<file path="src/rtl/pipeline_pkg.sv">
//------------------------------------------------------------------------------
// Module   : pipeline_pkg
// Purpose  : Shared FSM state encoding and event-counter width for the pipeline
//            controller.
// Revision : 1.0
//------------------------------------------------------------------------------
`default_nettype none

package pipeline_pkg;

    localparam int CNT_W = 16;

    typedef enum logic [1:0] {
        IDLE   = 2'd0,
        RUN    = 2'd1,
        DRAIN  = 2'd2,
        HALTED = 2'd3
    } state_t;

endpackage

`default_nettype wire

</file>
<file path="src/rtl/sat_counter.sv">
//------------------------------------------------------------------------------
// Module   : sat_counter
// Purpose  : Event counter that sticks at all-ones instead of wrapping.
// Revision : 1.0
//------------------------------------------------------------------------------
`default_nettype none

module sat_counter
    import pipeline_pkg::*;
(
    input  logic             clk,
    input  logic             reset,
    input  logic             i_inc,
    output logic [CNT_W-1:0] o_count
);

    logic [CNT_W-1:0] r_count;

    always_ff @(posedge clk) begin
        if (!reset) begin
            r_count <= '0;
        end else if (i_inc && (r_count != {CNT_W{1'b1}})) begin
            r_count <= r_count + {{(CNT_W-1){1'b0}}, 1'b1};
        end
    end

    assign o_count = r_count;

endmodule

`default_nettype wire

</file>
<file path="src/rtl/pipeline_ctrl.sv">
//------------------------------------------------------------------------------
// Module   : pipeline_ctrl
// Purpose  : Fetch-PC sequencing, hazard stall/flush control and halt draining
//            for a 5-stage pipeline, with redirect/stall event counters.
// Revision : 1.0
//------------------------------------------------------------------------------
`default_nettype none

module pipeline_ctrl
    import pipeline_pkg::*;
#(
    parameter int PC_W      = 9,
    parameter int DRAIN_CYC = 2
) (
    input  logic             clk,
    input  logic             reset,
    input  logic             br_taken,
    input  logic [31:0]      br_target,
    input  logic             load_use,
    input  logic             halt,
    output logic [PC_W-1:0]  pc,
    output logic             if_id_we,
    output logic             if_id_flush,
    output logic             id_ex_flush,
    output logic             halted,
    output logic             misalign,
    output logic [CNT_W-1:0] redirect_cnt,
    output logic [CNT_W-1:0] stall_cnt
);

    localparam logic [PC_W-1:0] c_pc_step    = PC_W'(4);
    localparam logic [2:0]      c_drain_load = 3'(DRAIN_CYC - 1);

    state_t          r_state;
    logic [PC_W-1:0] r_pc;
    logic [2:0]      r_drain_cnt;
    logic            r_halted;
    logic            r_misalign;

    logic [PC_W-1:0] w_br_pc;
    logic            w_run;
    logic            w_redirect;
    logic            w_stall;

    // Target is word-aligned by dropping its low two bits.
    assign w_br_pc    = {br_target[PC_W-1:2], 2'b00};
    assign w_run      = reset && (r_state == RUN);
    assign w_redirect = w_run && !halt && br_taken;
    assign w_stall    = w_run && !halt && !br_taken && load_use;

    generate
        if (PC_W < 32) begin : g_tgt_unused
            logic w_unused_tgt;
            assign w_unused_tgt = ^br_target[31:PC_W];
        end
    endgenerate

    always_ff @(posedge clk) begin
        if (!reset) begin
            r_state     <= IDLE;
            r_pc        <= '0;
            r_drain_cnt <= '0;
            r_halted    <= 1'b0;
            r_misalign  <= 1'b0;
        end else begin
            // Lags HALTED by one edge so halted rises DRAIN_CYC+1 edges after halt.
            r_halted <= (r_state == HALTED);
            case (r_state)
                IDLE: begin
                    r_state <= RUN;
                end
                RUN: begin
                    if (halt) begin
                        r_drain_cnt <= c_drain_load;
                        r_state     <= DRAIN;
                    end else if (br_taken) begin
                        r_pc <= w_br_pc;
                        if (br_target[1:0] != 2'b00) begin
                            r_misalign <= 1'b1;
                        end
                    end else if (!load_use) begin
                        r_pc <= r_pc + c_pc_step;
                    end
                end
                DRAIN: begin
                    if (r_drain_cnt == 3'd0) begin
                        r_state <= HALTED;
                    end else begin
                        r_drain_cnt <= r_drain_cnt - 3'd1;
                    end
                end
                HALTED: begin
                    r_state <= HALTED;
                end
                default: begin
                    r_state <= IDLE;
                end
            endcase
        end
    end

    // Everything outside RUN (and reset itself) presents bubble-everything values.
    always_comb begin
        if_id_we    = 1'b0;
        if_id_flush = 1'b1;
        id_ex_flush = 1'b1;
        if (w_run) begin
            if (halt) begin
                if_id_we    = 1'b0;
                if_id_flush = 1'b1;
                id_ex_flush = 1'b1;
            end else if (br_taken) begin
                if_id_we    = 1'b1;
                if_id_flush = 1'b1;
                id_ex_flush = 1'b1;
            end else if (load_use) begin
                if_id_we    = 1'b0;
                if_id_flush = 1'b0;
                id_ex_flush = 1'b1;
            end else begin
                if_id_we    = 1'b1;
                if_id_flush = 1'b0;
                id_ex_flush = 1'b0;
            end
        end
    end

    sat_counter u_redirect_cnt (
        .clk     (clk),
        .reset   (reset),
        .i_inc   (w_redirect),
        .o_count (redirect_cnt)
    );

    sat_counter u_stall_cnt (
        .clk     (clk),
        .reset   (reset),
        .i_inc   (w_stall),
        .o_count (stall_cnt)
    );

    assign pc       = r_pc;
    assign halted   = r_halted;
    assign misalign = r_misalign;

endmodule

`default_nettype wire

</file>
<file path="config.mk">
export PLATFORM = sky130hd
export DESIGN_NAME = pipeline_ctrl
export DESIGN_NICKNAME = d
export VERILOG_FILES = /design/src/rtl/pipeline_pkg.sv /design/src/rtl/sat_counter.sv /design/src/rtl/pipeline_ctrl.sv
export SDC_FILE = /design/constraint.sdc
export NUM_CORES = 1
export LEC_CHECK = 0
export CORE_ASPECT_RATIO = 1.4
export CORE_MARGIN = 3
export CORE_UTILIZATION = 30
export CTS_CLUSTER_DIAMETER = 200
export DETAILED_ROUTE_END_ITERATION = 8
export REMOVE_ABC_BUFFERS = 1
export SETUP_SLACK_MARGIN = 0.1
export SLEW_MARGIN = 20
export SYNTH_ARGS = -nofsm -noshare
export SYNTH_HDL_FRONTEND = slang
export SYNTH_SLANG_ARGS = --single-unit
export TNS_END_PERCENT = 20
</file>
<file path="constraint.sdc">
create_clock -name clk -period 2.46 [get_ports clk]
set_clock_uncertainty 0.1 [all_clocks]
set_input_delay 0.369 -clock clk [delete_from_list [all_inputs] [get_ports clk]]
set_output_delay 0.369 -clock clk [all_outputs]
set_load 0.03 [all_outputs]
</file>
Word level (Yosys, flattened, before mapping)
Cells that the tools add are included.

cells by class
  add/sub/neg operators = 4
  multipliers = 0
  div/mod/pow operators = 0
  $lt $le $gt $ge = 0
  equality and inequality tests = 9
  shift operators = 0
  multiplexer cells = 19
  bitwise gates (word level) = 1
  reductions and logical operators = 17

operators by type and width
  operator                 number
  $add A16 B1 Y16 const B  2
  $ne A16 B16 Y1 const B   2
  $mux W9                  2
  $mux W1                  11
  $add A9 B3 Y9 const B    1
  $ne A2 B2 Y1 const B     4
  $pmux W2 S4              1
  $logic_and A1 B1 Y1      7
  $mux W3                  2
  $pmux W3 S2              1
  $reduce_and A3 Y1        2
  $eq A2 B2 Y1 const B     2
  $mux W2                  2
  $reduce_and A4 Y1        1
  $reduce_bool A2 Y1       2
  $logic_not A3 Y1         1
  $sub A3 B1 Y3 const B    1
  $eq A2 B1 Y1 const B     1
  $logic_not A1 Y1         2
  $logic_not A2 Y1         1
  $reduce_and A2 Y1        1
  $not A1 Y1               1

word-level totals
  register bits = 48
  bits in latches = 0
  RAM bits = 0
  bits in read-only memories = 0
  input port bits = 37
  output and inout bits = 46
  word-level logic and storage cells = 57
  memories = 0

Depth between registers and ports, before layout
Gate-level depths: netlist (run 1).

  depth after elaboration = 6
  mapped depth = 6
  depth with buffers taken out = 6

Hierarchy
A second synthesis (run 1) with hierarchy kept.

second synthesis, totals
  cell total of the unflattened synthesis = 295
  area total of the unflattened synthesis = 2,581.2 um^2

by module, submodules not included
  module         times used  cells an instance  area an instance (um^2)  seq. area each (um^2)
  sat_counter    2           97                 837.1                    320.3
  pipeline_ctrl  1           101                907.1                    280.3

Worst setup path after synthesis (run 1)
No wires, ideal clock.

  path type = register -> register
  from = register u_redirect_cnt.r_count[2], in the netlist u_redirect_cnt.o_count[2]
  to = register u_redirect_cnt.r_count[14], in the netlist u_redirect_cnt.o_count[14]
  library setup time = 0.115 ns
  arrival = 2.096 ns
  required time = 2.245 ns
  setup slack = 0.149 ns
  cell stages (with the launch flop) = 6
  path buffers = 1
  period minus slack after synthesis = 2.311 ns
  path through = dfxtp_1 -> nand4_1 -> or4_4 -> buf_6 -> or4b_1 -> and3_1

between the ends
  longest elaborated chain between the ends = 2
  elaborated cells between the ends (all ways) = 3
  those cells by class = add/sub: 1; eq/ne: 1; reduce/logical: 1

ends and longest elaborated chain
  item                                                                     line               source
  start, declared                                                          sat_counter.sv:17  logic [CNT_W-1:0] r_count;
  start signal, assigned                                                   sat_counter.sv:23  r_count <= r_count + {{(CNT_W-1){1'b0}}, 1'b1};
  parallel branches: the longest is 2 deep, another holds $add A16 B1 Y16  --

Parallel ways; which one is timed is not known.
A chain may end at the register's enable or synchronous reset.

Worst setup path after layout (run 1)
  from = input br_taken
  to = output if_id_we

between the ends
  longest elaborated chain between the ends = 3

ends and longest elaborated chain
  item             line                  source
  start, declared  pipeline_ctrl.sv:17   input logic br_taken,
  $mux W1          pipeline_ctrl.sv:112  end else if (br_taken) begin
  $mux W1          pipeline_ctrl.sv:108  if (halt) begin
  $mux W1          pipeline_ctrl.sv:107  if (w_run) begin
  end, declared    pipeline_ctrl.sv:22   output logic if_id_we,

No other way between the ends.

==> metrics.txt, run 1 <==
Area Overhead vs Synth=38.03%; switching power share of the total=0.2611; Pre-antenna DRT Iters=4; worst slew pin tran=712.7 ps; Fillers=822; post-placement cell count=463; Cell Count, Final, Fillers Out=471; area leader, netlist=dfxtp_1; fin crit share=0.9438; clock-pin slew on the worst setup and hold paths=90 ps; crit end category=primary output; Top-Level Pins=83; H-tree levels=2; Most common cell on crit path=buf_4; first-pass GRT wire length=11.32 mm; class of the worst hold path=flip-flop to flip-flop; Via density=5.335; residual DRC count=0; Psw=0.3644 mW; setup slack after placement=-175.4 ps; Power Density=414.3 nW/um^2; CP max-delay cell=clkdlybuf4s50_1; Async S/R FF share, synth=0; layout cells sized above 1=0.1078; Comb pwr share=0.112; Core ar.=7845 um^2; placed instance area=3261 um^2; GPL Wtd Cong=0.7954; arrival time worst endpoint=1850 ps; Lkg Pwr=1.144 nW; cts bufs inserted=5; Max Cap Violations=0; Die W=82.24 um; cts hold-fix bufs=0; clock group share of total power=0.335; Starting Density=0.3112; ANT nets after route=0; slowest stage delay, CP=470 ps; post-synthesis instance total=294; Max Root-Sink Buffers=2; critical path class=input pin to primary output; Primary FF master, synth=dfxtp_1; worst-path fanout max=5; worst hold slack=374.3 ps; Detailed Route WL=6.515 mm; register area share after synthesis=0.3772; Synth cell types=50; DR vias=2513; Required @ worst endpoint=1990 ps; GRT Overall Usage=0.1499; HPWL after detailed placement=4.846 mm; number of flops mapped to enable cells by yosys=0; internal power=1.032 mW; setup total negative slack=0 ps; Rows=38; clk_lat worst skew=300 ps; Layout Utilization=0.4295; Setup-failing EPs final=0; design area=3369 um^2; Setup Buffers After CTS=0; Max Fclk=0.4307 GHz; final hold vios=0; RSZ-0062 raised after global routing=yes; Yosys reg bits=46; DIE HEIGHT=112.7 um; commonest cells in the netlist=46 x dfxtp_1, 32 x a21oi_1, 25 x nand2_1; overall power=1.396 mW; Final min period=2322 ps; Slew HR=0.5205; largest cells by area after synthesis=dfxtp_1 38%, a21oi_1 6.6%, or4_1 5.8%, o31ai_1 5.2%, nand2_1 3.8%; Post-Syn Area=2441 um^2; initial antenna violation count=0; largest net degree at the start of global routing=19; Worst Slack Setup Final=138.2 ps; final slew viol count=0; vias in the first global route=2460; Die ar.=9270 um^2; number of DRC markers in iteration 0=52; Synth top area share=0.3772; maximum VDD drop=0.2132 mV; routed len/inst=13.83 um; Critical Path Source Type=input pin; CTS tree=done; antenna diode count=0; Mean Syn Cell Area=8.303 um^2; Ys Warns=0; status=finished, final reports clean; clk sinks=46; Port Buffers=57; # nets final=412; Flop pwr share=0.553; CP cell instances=clkdlybuf4s50_1, buf_4, nor2b_1, buf_4, nor2_1, buf_4; Root Buffer=clkbuf_8; grt ovf=0; most common cell in the netlist=dfxtp_1
## flip-flops by register name (all words and copies together) (netlist names)
register                count
u_redirect_cnt.o_count     16
u_stall_cnt.o_count        16
pc                          7
misalign                    1
r_state                     2
r_drain_cnt                 3
halted                      1
## worst max-delay path, delay by kind of cell
kind / cells / cell delay [ps]
buffers and inverters: 4 / 1020
and+or+nand+nor: 2 / 460
## layer usage
| layer | global-route usage | wire length [um] |
|---|---|---|
| met1 | 0.1835 | 2827 |
| met2 | 0.2580 | 3366 |
| met3 | 0.02309 | 232 |
| met4 | 0.05543 | 89 |
| met5 | 0 | 0 |
## kinds of logic (layout without fill, tap and decap cells)
logic type | count (synthesis) | count (layout) | synth area share
adder cells (fa/ha/maj) | 5 | 5 | 0.02563
multiplexers | 5 | 5 | 0.02050
AO/OA/AOI/OAI | 86 | 86 | 0.2266
other | 1 | 2 | 0.001536
flip-flops | 46 | 46 | 0.3772
buffers and inverters | 23 | 99 | 0.04305
AND/OR/NAND/NOR | 128 | 128 | 0.3055
## placed cells by master, fill, tap and decap left out, drive strengths merged, types with 5 or more instances in the layout
cell type	netlist	layout
clkdlybuf4s50	0	53
dfxtp	46	46
a21oi	32	32
buf	7	26
nand2	25	25
or4	20	20
o31ai	17	17
nor2	16	16
o21ai	16	16
nand3	16	16
nand4	11	11
inv	9	9
and3	8	8
or3	6	6
nor4	6	6
clkbuf	7	6
mux2i	5	5
ha	5	5
## final cells by class
| cell class | instances | area (um^2) | share of cell area |
|---|---|---|---|
| sequential | 46 | 920.9 | 0.2733 |
| inverter | 9 | 33.78 | 0.01003 |
| tap | 100 | 125.1 | 0.03713 |
| clock buffer | 6 | 72.57 | 0.02154 |
| clock inverter | 2 | 13.76 | 0.004085 |
| timing repair buffer | 82 | 755.7 | 0.2243 |
| multi-input combinational | 226 | 1448 | 0.4296 |
## repair_timing
item / 4_1_cts / 5_1_grt
pin swaps: 0 / 0
gates cloned: 0 / 0
setup endpoints to repair: 2 / 11
resized for setup: 2 / 4
## power groups by stage
stage / clock network [mW] / registers, mW / logic (mW)
after floorplan: 0 / 0.798 / 0.0620
after global placement: 0 / 0.789 / 0.154
after detailed placement: 0 / 0.789 / 0.156
after CTS: 0.482 / 0.772 / 0.156
after global routing: 0.516 / 0.775 / 0.173
final: 0.468 / 0.772 / 0.156
## path summary, 6_finish.rpt
check / startpoint / endpoint / slack (ps) / cells after the start
min reg2reg: misalign / misalign / 370 / 2
min: misalign / misalign / 370 / 2
max: br_taken / if_id_we / 140 / 6
max reg2reg: u_redirect_cnt.o_count[2] / u_redirect_cnt.o_count[11] / 240 / 4
(Power assumes the default switching activity.)
==> run 2, diff against run 1 <==
==> constraint.sdc (replaced) <==
create_clock -name clk -period 2.9 [get_ports clk]
set_clock_uncertainty 0.1 [all_clocks]
set_input_delay 0.435 -clock clk [delete_from_list [all_inputs] [get_ports clk]]
set_output_delay 0.435 -clock clk [all_outputs]
set_load 0.03 [all_outputs]
==> metrics.txt, run 2 (synthesis results as in run 1) <==
Port Buffers=57; Lkg Pwr=1.076 nW; Root Buffer=clkbuf_8; Power Density=366.4 nW/um^2; commonest non-fill, non-tap cell in the layout=clkdlybuf4s50_1; Setup Buffers After CTS=0; Max Root-Sink Buffers=2; Max Fclk=0.3646 GHz; first-pass GRT wire length=10.94 mm; Critical Path Source Type=input pin; Reg2Reg Setup Slack=680 ps; clk_lat worst skew=300 ps; critical path class=input pin to primary output; setup total negative slack=0 ps; Detailed Route WL=6.287 mm; worst slew pin tran=723.5 ps; hold path cells=2; Max Cap Violations=0; Fillers=796; crit end category=primary output; fin crit share=0.9458; FF-to-FF path depth=4; setup slack after placement=89.32 ps; Rows=38; most frequent cells in the layout=55 x clkdlybuf4s50_1, 46 x dfxtp_1, 32 x a21oi_1; vias in the first global route=2392; Die ar.=9270 um^2; CTS tree=done; antenna diode count=0; status=finished, final reports clean; class of the worst hold path=flip-flop to flip-flop; largest net degree at the start of global routing=18; residual DRC count=0; Slew HR=0.5132; placed instance area=3156 um^2; RSZ-0062 raised after global routing=yes; maximum VDD drop=0.1690 mV; clock-pin slew on the worst setup and hold paths=90 ps; worst-path fanout max=3; Pre-antenna DRT Iters=4; Reg2Reg Launch Point=u_redirect_cnt.o_count[2]; final slew viol count=0; Die W=82.24 um; area of the multi-input gates=1431 um^2; FF-to-FF End=u_redirect_cnt.o_count[11]; arrival time worst endpoint=2210 ps; number of DRC markers in iteration 0=88; ANT nets after route=0; Worst Slack Setup Final=157.2 ps; design area=3259 um^2; clk sinks=46; Setup-failing EPs final=0; final hold vios=0; FF/Latch Area=920.9 um^2; initial antenna violation count=0; DR vias=2485; Hold EP=misalign; Area Overhead vs Synth=33.52%; Core ar.=7845 um^2; GRT Overall Usage=0.1457; H-tree levels=2; HPWL after detailed placement=4.638 mm; DIE HEIGHT=112.7 um; layout cells sized above 1=0.07283; Top-Level Pins=83; cts bufs inserted=5; grt ovf=0; Final min period=2743 ps; Starting Density=0.3112; routed len/inst=13.76 um; GPL Wtd Cong=0.8135; Via density=5.438; Hold Startpoint=misalign; Required @ worst endpoint=2370 ps; # nets final=398
-- run 2: worst max-delay path, stage by stage --
cell and delay, ps:
clkdlybuf4s50_1 570, nor4bb_2 360, buf_4 180, nand2_1 50, clkdlybuf4s50_1 600
-- run 2: stage by stage --
stage / power, mW / std cells / hold slack [ps] / util
after global placement: 0.7918 / 449 / 351.7 / 0.4022
after global routing: 1.256 / 457 / 406.7 / 0.4155
final: 1.194 / 457 / 385.0 / 0.4155
after CTS: 1.212 / 457 / 382.5 / 0.4152
after floorplan: 0.7296 / 281 / 398.2 / -
after detailed placement: 0.7938 / 449 / 353.6 / 0.4022
-- run 2: layer usage --
layer | GRT usage | vias up | routed length [um]
li1 | - | 1258 | -
met1 | 0.1767 | 1167 | 2783
met2 | 0.2511 | 51 | 3163
met3 | 0.01990 | 9 | 231
met4 | 0.06098 | 0 | 109
met5 | 0 | - | 0
-- run 2: final cells by class --
type,count,area share
Clock buffer,6,0.02534
Clock inverter,2,0.003839
Inverter,9,0.01036
Multi-Input combinational cell,226,0.4392
Sequential cell,46,0.2825
Tap cell,100,0.03839
Timing Repair Buffer,68,0.2004
-- run 2: report_power, final --
part	switching (mW)	leakage, nW	internal (mW)
clock network	0.223	0.0472	0.192
logic	0.0677	0.657	0.0572
registers	0.0133	0.372	0.641
total	0.304	1.08	0.890
-- run 2: worst max path at each step --
stage | startpoint | endpoint | slack (ps) | depth (start not counted)
after floorplan | u_stall_cnt.o_count[0] | u_stall_cnt.o_count[4] | 260 | 5
after global placement | reset | if_id_flush | 90 | 5
after detailed placement | reset | if_id_flush | 90 | 5
after CTS | halt | id_ex_flush | 100 | 4
after global routing | reset | if_id_flush | 70 | 5
final | reset | if_id_flush | 160 | 5
-- run 2: what timing repair did --
item                       in CTS  in global routing
setup endpoints to repair       1                  2
resized for setup               1                  1
hold buffers                    0                  0
gates cloned                    0                  0
